## src/rtl/pc_pkg.sv

```systemverilog
// Shared types and constants for the program-counter sequencer.
// Latency: none (declarations only).
// Backpressure: none (declarations only).
package pc_pkg;

    // Sequencer states. FAULT is only left through reset.
    typedef enum logic [1:0] {
        RUN   = 2'd0,
        PEND  = 2'd1,
        FAULT = 2'd2
    } pcState_t;

    // Redirect priority codes; a larger code wins.
    localparam logic [1:0] PRI_NONE = 2'd0;
    localparam logic [1:0] PRI_J    = 2'd1;
    localparam logic [1:0] PRI_JR   = 2'd2;
    localparam logic [1:0] PRI_BR   = 2'd3;

    // PC loaded on reset unless the instance overrides it.
    localparam logic [31:0] DEFAULT_RESET_PC = 32'h0000_0000;

    // Pending redirect held across a stall.
    typedef struct packed {
        logic        valid;
        logic [1:0]  pri;
        logic [31:0] target;
    } pend_t;

    // Instruction addresses must be word aligned.
    function automatic logic isAligned(input logic [1:0] lowBits);
        return (lowBits == 2'b00);
    endfunction

endpackage

```

## src/rtl/pc_redirect_select.sv

```systemverilog
// Picks the winning redirect among the live requests and the pending entry.
// Latency: purely combinational, zero cycles.
// Backpressure: none; requests are level-sampled and never stalled here.
module pc_redirect_select
    import pc_pkg::*;
(
    input  logic        jump,
    input  logic [31:0] jumpTarget,
    input  logic        jumpReg,
    input  logic [31:0] jrTarget,
    input  logic        branchTaken,
    input  logic [31:0] branchTarget,
    input  logic        pendValid,
    input  logic [1:0]  pendPri,
    input  logic [31:0] pendTarget,
    output logic        selValid,
    output logic [1:0]  selPri,
    output logic [31:0] selTarget
);

    logic        newValid;
    logic [1:0]  newPri;
    logic [31:0] newTarget;

    // Fixed-priority pick among this cycle's requests: branch > JR > jump.
    always_comb begin
        newValid  = 1'b0;
        newPri    = PRI_NONE;
        newTarget = 32'h0;
        if (branchTaken) begin
            newValid  = 1'b1;
            newPri    = PRI_BR;
            newTarget = branchTarget;
        end else if (jumpReg) begin
            newValid  = 1'b1;
            newPri    = PRI_JR;
            newTarget = jrTarget;
        end else if (jump) begin
            newValid  = 1'b1;
            newPri    = PRI_J;
            newTarget = jumpTarget;
        end
    end

    // A new request replaces the pending one on equal or higher priority,
    // so the most recent of two equal-priority redirects is the one kept.
    always_comb begin
        selValid  = 1'b0;
        selPri    = PRI_NONE;
        selTarget = 32'h0;
        if (newValid && (newPri >= pendPri)) begin
            selValid  = 1'b1;
            selPri    = newPri;
            selTarget = newTarget;
        end else if (pendValid) begin
            selValid  = 1'b1;
            selPri    = pendPri;
            selTarget = pendTarget;
        end
    end

endmodule

```

## src/rtl/pc_sequencer.sv

```systemverilog
// Program counter for the 5-stage pipeline with redirect buffering and alignment trap.
// Latency: redirects load PC at the next edge; PCAddResult is combinational.
// Backpressure: never back-pressures; redirects seen during a stall are buffered.
module pc_sequencer
    import pc_pkg::*;
#(
    parameter logic [31:0] RESET_PC = DEFAULT_RESET_PC
) (
    input  logic        Clk,
    input  logic        Reset,
    input  logic        PCWrite,
    input  logic        Jump,
    input  logic [31:0] JumpTarget,
    input  logic        JumpReg,
    input  logic [31:0] JRTarget,
    input  logic        BranchTaken,
    input  logic [31:0] BranchTarget,
    output logic [31:0] PCResult,
    output logic [31:0] PCAddResult,
    output logic        IF_Flush,
    output logic        AddrFault
);

    pcState_t    state;
    pend_t       pend;
    logic        selValid;
    logic [1:0]  selPri;
    logic [31:0] selTarget;
    logic        selAligned;

    pc_redirect_select uSelect (
        .jump         (Jump),
        .jumpTarget   (JumpTarget),
        .jumpReg      (JumpReg),
        .jrTarget     (JRTarget),
        .branchTaken  (BranchTaken),
        .branchTarget (BranchTarget),
        .pendValid    (pend.valid),
        .pendPri      (pend.pri),
        .pendTarget   (pend.target),
        .selValid     (selValid),
        .selPri       (selPri),
        .selTarget    (selTarget)
    );

    assign selAligned = isAligned(selTarget[1:0]);

    // Sequential successor wraps naturally at 2^32.
    assign PCAddResult = PCResult + 32'd4;

    // Flush IF/ID whenever a redirect is applied this cycle; a trapped
    // sequencer keeps the front end flushed until reset.
    always_comb begin
        IF_Flush = 1'b0;
        case (state)
            RUN:     IF_Flush = PCWrite && selValid;
            PEND:    IF_Flush = PCWrite;
            FAULT:   IF_Flush = 1'b1;
            default: IF_Flush = 1'b0;
        endcase
    end

    // PC register, pending buffer and fault trap, advanced as one FSM.
    always_ff @(posedge Clk or negedge Reset) begin
        if (!Reset) begin
            state     <= RUN;
            PCResult  <= RESET_PC;
            pend      <= '0;
            AddrFault <= 1'b0;
        end else begin
            case (state)
                RUN: begin
                    if (PCWrite) begin
                        if (!selValid) begin
                            PCResult <= PCAddResult;
                        end else if (selAligned) begin
                            PCResult <= selTarget;
                        end else begin
                            state     <= FAULT;
                            AddrFault <= 1'b1;
                        end
                    end else if (selValid) begin
                        // Alignment is checked when the entry is applied, not here.
                        pend  <= '{valid: 1'b1, pri: selPri, target: selTarget};
                        state <= PEND;
                    end
                end
                PEND: begin
                    if (PCWrite) begin
                        pend <= '0;
                        if (selAligned) begin
                            PCResult <= selTarget;
                            state    <= RUN;
                        end else begin
                            state     <= FAULT;
                            AddrFault <= 1'b1;
                        end
                    end else begin
                        // selValid is always set here; a weaker request yields the old entry.
                        pend <= '{valid: 1'b1, pri: selPri, target: selTarget};
                    end
                end
                FAULT: begin
                    AddrFault <= 1'b1;
                end
                default: begin
                    state <= FAULT;
                    AddrFault <= 1'b1;
                end
            endcase
        end
    end

endmodule

```

## config.mk

```make
export PLATFORM = sky130hd
export DESIGN_NAME = pc_sequencer
export DESIGN_NICKNAME = d
export VERILOG_FILES = /design/src/rtl/pc_pkg.sv /design/src/rtl/pc_redirect_select.sv /design/src/rtl/pc_sequencer.sv
export SDC_FILE = /design/constraint.sdc
export NUM_CORES = 1
export LEC_CHECK = 0
export CAP_MARGIN = 40
export CORE_MARGIN = 5
export CORE_UTILIZATION = 45
export DETAILED_ROUTE_END_ITERATION = 7
export GPL_TIMING_DRIVEN = 0
export PLACE_DENSITY = 0.84
export SLEW_MARGIN = 30
export SYNTH_ARGS = -nofsm -noshare
export SYNTH_HDL_FRONTEND = slang
export SYNTH_SLANG_ARGS = --single-unit
```

## constraint.sdc

```tcl
create_clock -name Clk -period 10.1 [get_ports Clk]
set_input_delay 3.03 -clock Clk [delete_from_list [all_inputs] [get_ports Clk]]
set_output_delay 3.03 -clock Clk [all_outputs]
set_load 0.05 [all_outputs]
```

## Word level (Yosys, flattened, before mapping)

Cells that the tools add are included.

| storage, ports and cells | value |
|---|---|
| input bits | 102 |
| output and inout bits | 66 |
| register bits | 70 |
| logic and storage cells | 62 |

| cells by class | value |
|---|---|
| bitwise logic cells | 1 |
| add/sub/neg operators | 1 |
| reduce and logical (&&, ||, !) cells | 9 |
| muxes and demuxes | 37 |
| order comparisons | 1 |
| equality and inequality tests | 7 |

Operators with widths:

| cell | count |
|---|---|
| 32-bit 2-to-1 mux | 9 |
| 35-bit 2-to-1 mux | 3 |
| 35-bit one-hot mux with 2 select lines | 1 |
| 32-bit one-hot mux with 2 select lines | 1 |
| 32-bit by 3-bit adder with 32-bit output, second input constant | 1 |
| 2-bit 2-to-1 mux | 10 |
| 1-bit 2-to-1 mux | 10 |
| 3-bit AND reduction | 3 |
| 2-bit != test, second input constant | 4 |
| 2-bit one-hot mux with 3 select lines | 1 |
| 2-bit logical NOT | 2 |
| 4-bit AND reduction | 1 |
| 3-bit != test, second input constant | 1 |
| 1-bit one-hot mux with 3 select lines | 1 |
| 2-bit by 1-bit equality test with 1-bit output, second input constant | 1 |
| 2-bit equality test, second input constant | 1 |
| 2-bit >= comparator | 1 |
| 1-bit logical AND | 2 |
| 1-bit one-hot mux with 2 select lines | 1 |
| 2-bit nonzero test | 1 |
| 1-bit inverter | 1 |

## Longest topological paths before layout

Gate-level depths: netlist (run 1).

| logic depth | value |
|---|---|
| depth after elaboration | 11 |
| depth in mapped cells | 14 |
| gate-level depth less buffers | 11 |

## Cells and area by module

A second synthesis (run 1) with hierarchy kept.

| second synthesis, totals | value |
|---|---|
| cell total of the unflattened synthesis | 575 |
| area, all modules | 5,181.2 sq um |

By module, submodules not included:

| module | cells an instance | area each (sq um) | seq. area each (sq um) | times used |
|---|---|---|---|---|
| pc_sequencer | 407 | 3,957.5 | 1,751.7 | 1 |
| pc_redirect_select | 168 | 1,223.7 | 0.0 | 1 |

## Worst setup path before layout (run 1)

Ideal clock, no wire load.

| timing path | value |
|---|---|
| kind | input to output |
| from | in BranchTaken |
| to | out IF_Flush |
| required time | 7.070 ns |
| arrival time | 5.534 ns |
| path slack | 1.536 ns |
| path buffers | 4 |
| cell stages on the path | 12 |
| cell sequence | buf_2 > clkbuf_1 > clkbuf_1 > or2_2 > inv_1 > ha_1 > nand2b_1 > a21o_1 > and2_1 > buf_2 > nor3_2 > o22ai_1 |

| on the way | value |
|---|---|
| longest elaborated chain between the ends | 6 |
| elaborated cells between the ends (all ways) | 7 |
| classes of those cells | order compare (1); mux (4); reduce/logical (2) |

RTL lines:

| what | RTL line | source |
|---|---|---|
| start: declaration | pc_sequencer.sv:16 | `input logic BranchTaken,` |
| 2-bit 2-to-1 mux | pc_redirect_select.sv:30 | `if (branchTaken) begin` |
| 2-bit >= comparator | pc_redirect_select.sv:51 | `if (newValid && (newPri >= pendPri)) begin` |
| 1-bit logical AND * | pc_redirect_select.sv:51 |  |
| 1-bit 2-to-1 mux * | pc_redirect_select.sv:51 |  |
| 1-bit logical AND * | pc_sequencer.sv:56 | `RUN: IF_Flush = PCWrite && selValid;` |
| 1-bit one-hot mux with 3 select lines * | pc_sequencer.sv:55 | `case (state)` |
| end: declaration | pc_sequencer.sv:20 | `output logic IF_Flush,` |

Mark *: on every way between the ends. The rest lies on a longest branch, timed or not.

## Worst setup path after layout (run 1)

Ends and elaborated chain as after synthesis.

==> results of run 1 <==
-- layout make-up --
class	instances	area (sq um)
fill	866	3420
multi-input combinational	404	2680
sequential	70	1750
timing repair buffer	166	1670
buffer	48	254
tap	136	170
clock buffer	11	151
clock inverter	5	129
inverter	13	48.8
-- state kept, by name, summed over array words and instances (netlist names) --
register and flops:
AddrFault 1, PCResult 32, pend 35, state 2
-- per-stage QoR --
stage,power [mW],cell area (sq um),setup WS (ns),cells,utilization (%)
detailed placement,0.418,6580,0.197,837,64.0
global route,0.757,6860,0.385,853,66.7
CTS,0.729,6860,0.206,853,66.7
finish,0.732,6860,0.607,853,66.7
floorplan,0.351,4740,1.54,535,-
global placement,0.414,6560,0.332,836,63.8
-- how the worst max path moves through the flow --
stage | startpoint | end | slack, ns | depth (start not counted)
finish | BranchTaken | IF_Flush | 0.61 | 14
global route | BranchTaken | IF_Flush | 0.38 | 14
CTS | BranchTaken | IF_Flush | 0.21 | 14
detailed placement | BranchTaken | IF_Flush | 0.20 | 14
global placement | BranchTaken | IF_Flush | 0.33 | 14
floorplan | BranchTaken | IF_Flush | 1.54 | 12
-- cell families after synthesis --
family                   synth area share (%)
XOR/XNOR                                 5.18
AND/OR/NAND/NOR                          20.5
AO/OA/AOI/OAI                            30.1
flip-flops                               37.0
buffers and inverters                    6.39
adder cells (fa/ha/maj)                 0.792
-- synthesized netlist by cell type, types with 5 or more instances --
cell / number / area (sq um)
a211oi_1: 21 / 158
a211oi_2: 9 / 113
a21oi_1: 36 / 180
a221oi_1: 15 / 131
a22o_1: 18 / 158
a22oi_1: 15 / 113
a311oi_1: 10 / 87.6
a31oi_1: 14 / 87.6
and3_1: 25 / 156
buf_2: 15 / 75.1
buf_4: 10 / 75.1
clkbuf_1: 19 / 71.3
dfrtp_1: 70 / 1750
inv_1: 11 / 41.3
nand2_1: 42 / 158
nand2b_1: 6 / 37.5
nand3_1: 12 / 60.1
nand4_1: 7 / 43.8
nor2_1: 26 / 97.6
nor2b_1: 18 / 113
nor3_1: 20 / 100
o21ai_0: 25 / 125
o21ai_1: 5 / 25.0
o2bb2ai_1: 14 / 123
xnor2_1: 16 / 140
xor2_1: 12 / 105
-- routing by layer --
layer,vias up,wire (microns)
met4,0,350
met3,30,1390
li1,2368,-
met1,2445,7250
met5,-,0
met2,262,7890
-- worst max-delay path: stages --
cell and delay [ns]:
clkdlybuf4s50_1 0.51, buf_2 0.25, clkbuf_1 0.32, clkbuf_1 0.32
or2_2 0.19, inv_1 0.05, ha_1 0.27, nand2b_1 0.09
a21o_1 0.31, and2_1 0.17, buf_2 0.25, nor3_2 0.08
o22ai_1 0.16, dlymetal6s2s_1 0.45
-- where the power goes --
part,total [mW],switching [mW],internal [mW]
clock network,0.317,0.114,0.203
logic,0.123,0.0610,0.0617
registers,0.292,0.00445,0.287
total,0.732,0.180,0.552
-- repair_timing --
item | CTS | global route
resized for setup | 0 | 1
setup endpoints to repair | 0 | 1
hold buffers | 0 | 0
==> impl_metrics.toml, run 1 <==
[die]
design.core.area_sq_um = 10300
std_cell_rows = 37
dieArea_sq_um = 12700
io_pins = 168
die-height_microns = 113
die_width_microns = 113
initial_core_util_pct = 46.1

[detailed_routing]
dr.first_iter.drc_count = 404
drc = 0
post_drt_wl_per_cell_microns = 19.8
drtAntennaViolNets = 0
routed_wl_mm = 16.9
vias = 5105
drt_pass1_iterations = 5
avgViaCountPerCell = 5.98

[sta]
drv_slew = 0
period_minus_slack_ns = 9.49
tns_ns = 0
holdWs_ns = 0.480
slew_headroom_pct = 57.6
setup_violations = 0
grt_setup_unrepaired = "false"
hold_violations = 0
max_clock_freq_ghz = 0.105
fin_crit_sh_pct = 94.0
clock_skew_ns = 0.0117
tightest_slew_ns = 0.635

[final_layout]
synthToLayoutAreaGrowth_pct = 44.8
diodes = 0
fin_nets = 817
drive_gt1_share_pct = 10.5
layout_common_cells = "clkdlybuf4s50_1, dfrtp_1, nand2_1"
layout_commonest_cell = "clkdlybuf4s50_1"

[global_routing]
busiest_layer = "met2"
met1_usage_pct = 35.5
track_usage_pct = 25.7
grt_pass1_vias = 5095
use_met2_pct = 40.0
grt_max_degree = 41
antenna_found_initial = 0
overflow = 0
grt_first_pass_wirelength_mm = 26.6
met3_usage_pct = 5.61

[critical_path]
crit_path_end_kind = "output port"
path_class = "input pin to output port"
worstSetupStartpointType = "input pin"
r2r_end = "pend[10]"
timing.rr.start = "pend[32]"
critPathArrivalTime_ns = 6.46
required_ns = 7.07
reg2regPathDepth = 8
cp_max_fo = 10
reg2reg_slack_ns = 7.45

[min_path]
min_from = "AddrFault"
min_to = "AddrFault"
min_delay_path_depth = 1
hp-class = "flop to flop"

[cts]
numCtsBuffers = 9
clk_pin_slew_worst_paths_ns = 0.08
cts_tree = "done"
clock_latency_ns = 0.36
clock-root-buffer = "clkbuf_8"
cts_sinks = 70
cts_setup_buffers = 0
cts_max_level = 3
clock_path_buffers = 2

[yosys]
yosysSeqAreaShare_pct = 37.0
ys_async_sr_fraction_pct = 100
synth_nets = 640
synth.avg_cell_area_sq_um = 8.85
ys_types = 53
syn-cell-area_sq_um = 4740
synth.ff_latch_count = 70
netlist_instances = 535
ys_warn_count = 0
synth_edf_count = 0
synthFlopType = "dfrtp_1"

[job]
timing.max_cap.violations = 0

[pwr]
power_density_nw_per_um2 = 107
vdd_drop_max_v = 0.0000779
p_leak_nw = 2.81

[placement]
gp_congestion = 0.874
port_buffers = 165
dp_hpwl_mm = 13.2

[outcome]
status = "finished clean"
(Power assumes the default switching activity.)
==> inputs of run 2 (changes only) <==
--- a/config.mk
+++ b/config.mk
@@ -5,7 +5,7 @@
 export SDC_FILE = /design/constraint.sdc
 export NUM_CORES = 1
 export LEC_CHECK = 0
-export CAP_MARGIN = 40
+export CAP_MARGIN = 25
 export CORE_MARGIN = 5
 export CORE_UTILIZATION = 45
 export DETAILED_ROUTE_END_ITERATION = 7
==> results of run 2 <==
Final layout, timing and power as in run 1 (identical DEF).
==> inputs of run 3 (changes only) <==
--- a/config.mk
+++ b/config.mk
@@ -9,8 +9,9 @@
 export CORE_MARGIN = 5
 export CORE_UTILIZATION = 45
 export DETAILED_ROUTE_END_ITERATION = 7
+export DONT_BUFFER_PORTS = 1
 export GPL_TIMING_DRIVEN = 0
-export PLACE_DENSITY = 0.84
+export PLACE_DENSITY = 0.64
 export SLEW_MARGIN = 30
 export SYNTH_ARGS = -nofsm -noshare
 export SYNTH_HDL_FRONTEND = slang
==> impl_metrics.toml, run 3 (same netlist as run 1, synthesis figures left out) <==
[detailed_routing]
avgViaCountPerCell = 6.40
drt_pass1_iterations = 5
drc = 0
post_drt_wl_per_cell_microns = 22.4
vias = 4400
drtAntennaViolNets = 0
dr.first_iter.drc_count = 426
routed_wl_mm = 15.4

[final_layout]
drive_gt1_share_pct = 17.2
layout_commonest_cell = "dfrtp_1"
synthToLayoutAreaGrowth_pct = 11.2
diodes = 0
largest_register_ffs = 35
top_register = "pend"
fin_util_pct = 51.3
fin_nets = 651
largest_registers = "pend x35, PCResult x32, state x2"
nFillCells = 1002
layout_common_cells = "dfrtp_1, nand2_1, a21oi_1"

[placement]
port_buffers = 0
dp_hpwl_mm = 11.8
gp_congestion = 0.892

[cts]
cts.repair.resized = 0
clk_pin_slew_worst_paths_ns = 0.08
clock_path_buffers = 2
clock-root-buffer = "clkbuf_8"
cts_sinks = 70
cts_max_level = 3
numCtsBuffers = 9
clock_latency_ns = 0.35
cts_tree = "done"
cts_hold_buf = 0
cts_setup_buffers = 0

[pwr]
p_leak_nw = 2.29
power_density_nw_per_um2 = 114
vdd_drop_max_v = 0.0000537

[critical_path]
max_stage_delay_ns = 0.49
worstSetupStartpointType = "input pin"
path_cells = "buf_2 -> clkbuf_1 -> clkbuf_1 -> or2_2 -> inv_1 -> ha_1 -> nand2b_1 -> a21o_1 -> and2_1 -> buf_2 -> nor3_2 -> o22ai_2"
timing.rr.start = "PCResult[2]"
cp_max_fo = 10
cp_slowest_cell = "o22ai_2"
critPathArrivalTime_ns = 5.74
reg2regPathDepth = 7
crit_path_end_kind = "output port"
reg2reg_slack_ns = 6.68
path_class = "input pin to output port"
r2r_end = "PCResult[16]"
required_ns = 7.07

[sta]
clock_skew_ns = 0.0116
grt_setup_unrepaired = "false"
hold_violations = 0
drv_slew = 0
tightest_slew_ns = 1.03
slew_headroom_pct = 31.0
tns_ns = 0
setup_violations = 0
period_minus_slack_ns = 8.77
max_clock_freq_ghz = 0.114
fin_crit_sh_pct = 86.9

[global_routing]
grt_pass1_vias = 4376
grt_first_pass_wirelength_mm = 24.6
track_usage_pct = 24.2
antenna_found_initial = 0
overflow = 0
grt_max_degree = 71

[die]
io_pins = 168
std_cell_rows = 37
die-height_microns = 113
initial_core_util_pct = 46.1
die_width_microns = 113
design.core.area_sq_um = 10300
dieArea_sq_um = 12700

[min_path]
hp-class = "flop to flop"
min_to = "pend[16]"
min_delay_path_depth = 1
min_from = "pend[16]"

[job]
timing.max_cap.violations = 0

[outcome]
status = "finished clean"
[run 3: cell count changes in the layout (fill, tap and decap cells not counted), moves of 2 or more]
cell | previous run | this run
bufinv_16 | 4 | 1
clkbuf_8 | 11 | 9
clkdlybuf4s50_1 | 163 | 0
clkinv_2 | 0 | 2
clkinvlp_4 | 0 | 2
xnor2_1 | 16 | 0
xnor2_2 | 0 | 16
xor2_1 | 12 | 7
xor2_2 | 0 | 5
[run 3: report_power, final]
part,internal [mW],switching [mW]
Sequential,0.287,0.00436
Combinational,0.0280,0.0478
Clock,0.114,0.116
Total,0.430,0.168
[run 3: how the worst max path moves through the flow]
| stage | from | endpoint | slack (ns) | cells after the start |
|---|---|---|---|---|
| floorplan | BranchTaken | IF_Flush | 1.54 | 12 |
| global placement | BranchTaken | IF_Flush | 0.97 | 12 |
| detailed placement | BranchTaken | IF_Flush | 1.33 | 12 |
| CTS | BranchTaken | IF_Flush | 1.33 | 12 |
| global route | BranchTaken | IF_Flush | 1.06 | 12 |
| finish | BranchTaken | IF_Flush | 1.33 | 12 |
[run 3: per-layer routing]
| layer | vias to the layer above | GRT usage [%] | routed length (microns) |
|---|---|---|---|
| li1 | 2028 | - | - |
| met1 | 2168 | 35.1 | 6860 |
| met2 | 194 | 37.4 | 7100 |
| met3 | 10 | 4.91 | 1310 |
| met4 | 0 | 5.05 | 136 |
| met5 | - | 0 | 0 |
[run 3: final cells by class]
type                    instances  area [sq um]  area share (%)
plain buffers                  48           254            4.82
well taps                     136           170            3.23
inverters                      13          48.8           0.926
clock inverters                 7          72.6            1.38
multi-input cells             404          2850            54.0
flip-flops and latches         70          1750            33.3
clock buffers                   9           124            2.35
[run 3: per-stage QoR]
step / worst slack (ns) / cells / power [mW] / hold slack (ns) / instance area, sq um
2_1_floorplan: 1.54 / 535 / 0.351 / 0.449 / 4740
3_3_place_gp: 0.966 / 671 / 0.370 / 0.466 / 4910
3_5_place_dp: 1.33 / 671 / 0.372 / 0.468 / 5060
4_1_cts: 1.33 / 687 / 0.598 / 0.491 / 5250
5_1_grt: 1.06 / 687 / 0.620 / 0.509 / 5270
6_report: 1.33 / 687 / 0.598 / 0.491 / 5270
[run 3: worst max-delay path: cells and delay by family]
kind	cells	cell delay (ns)
buf+inv	5	1.12
compound gates	2	0.80
simple gates	4	0.54
fa+ha+maj	1	0.25
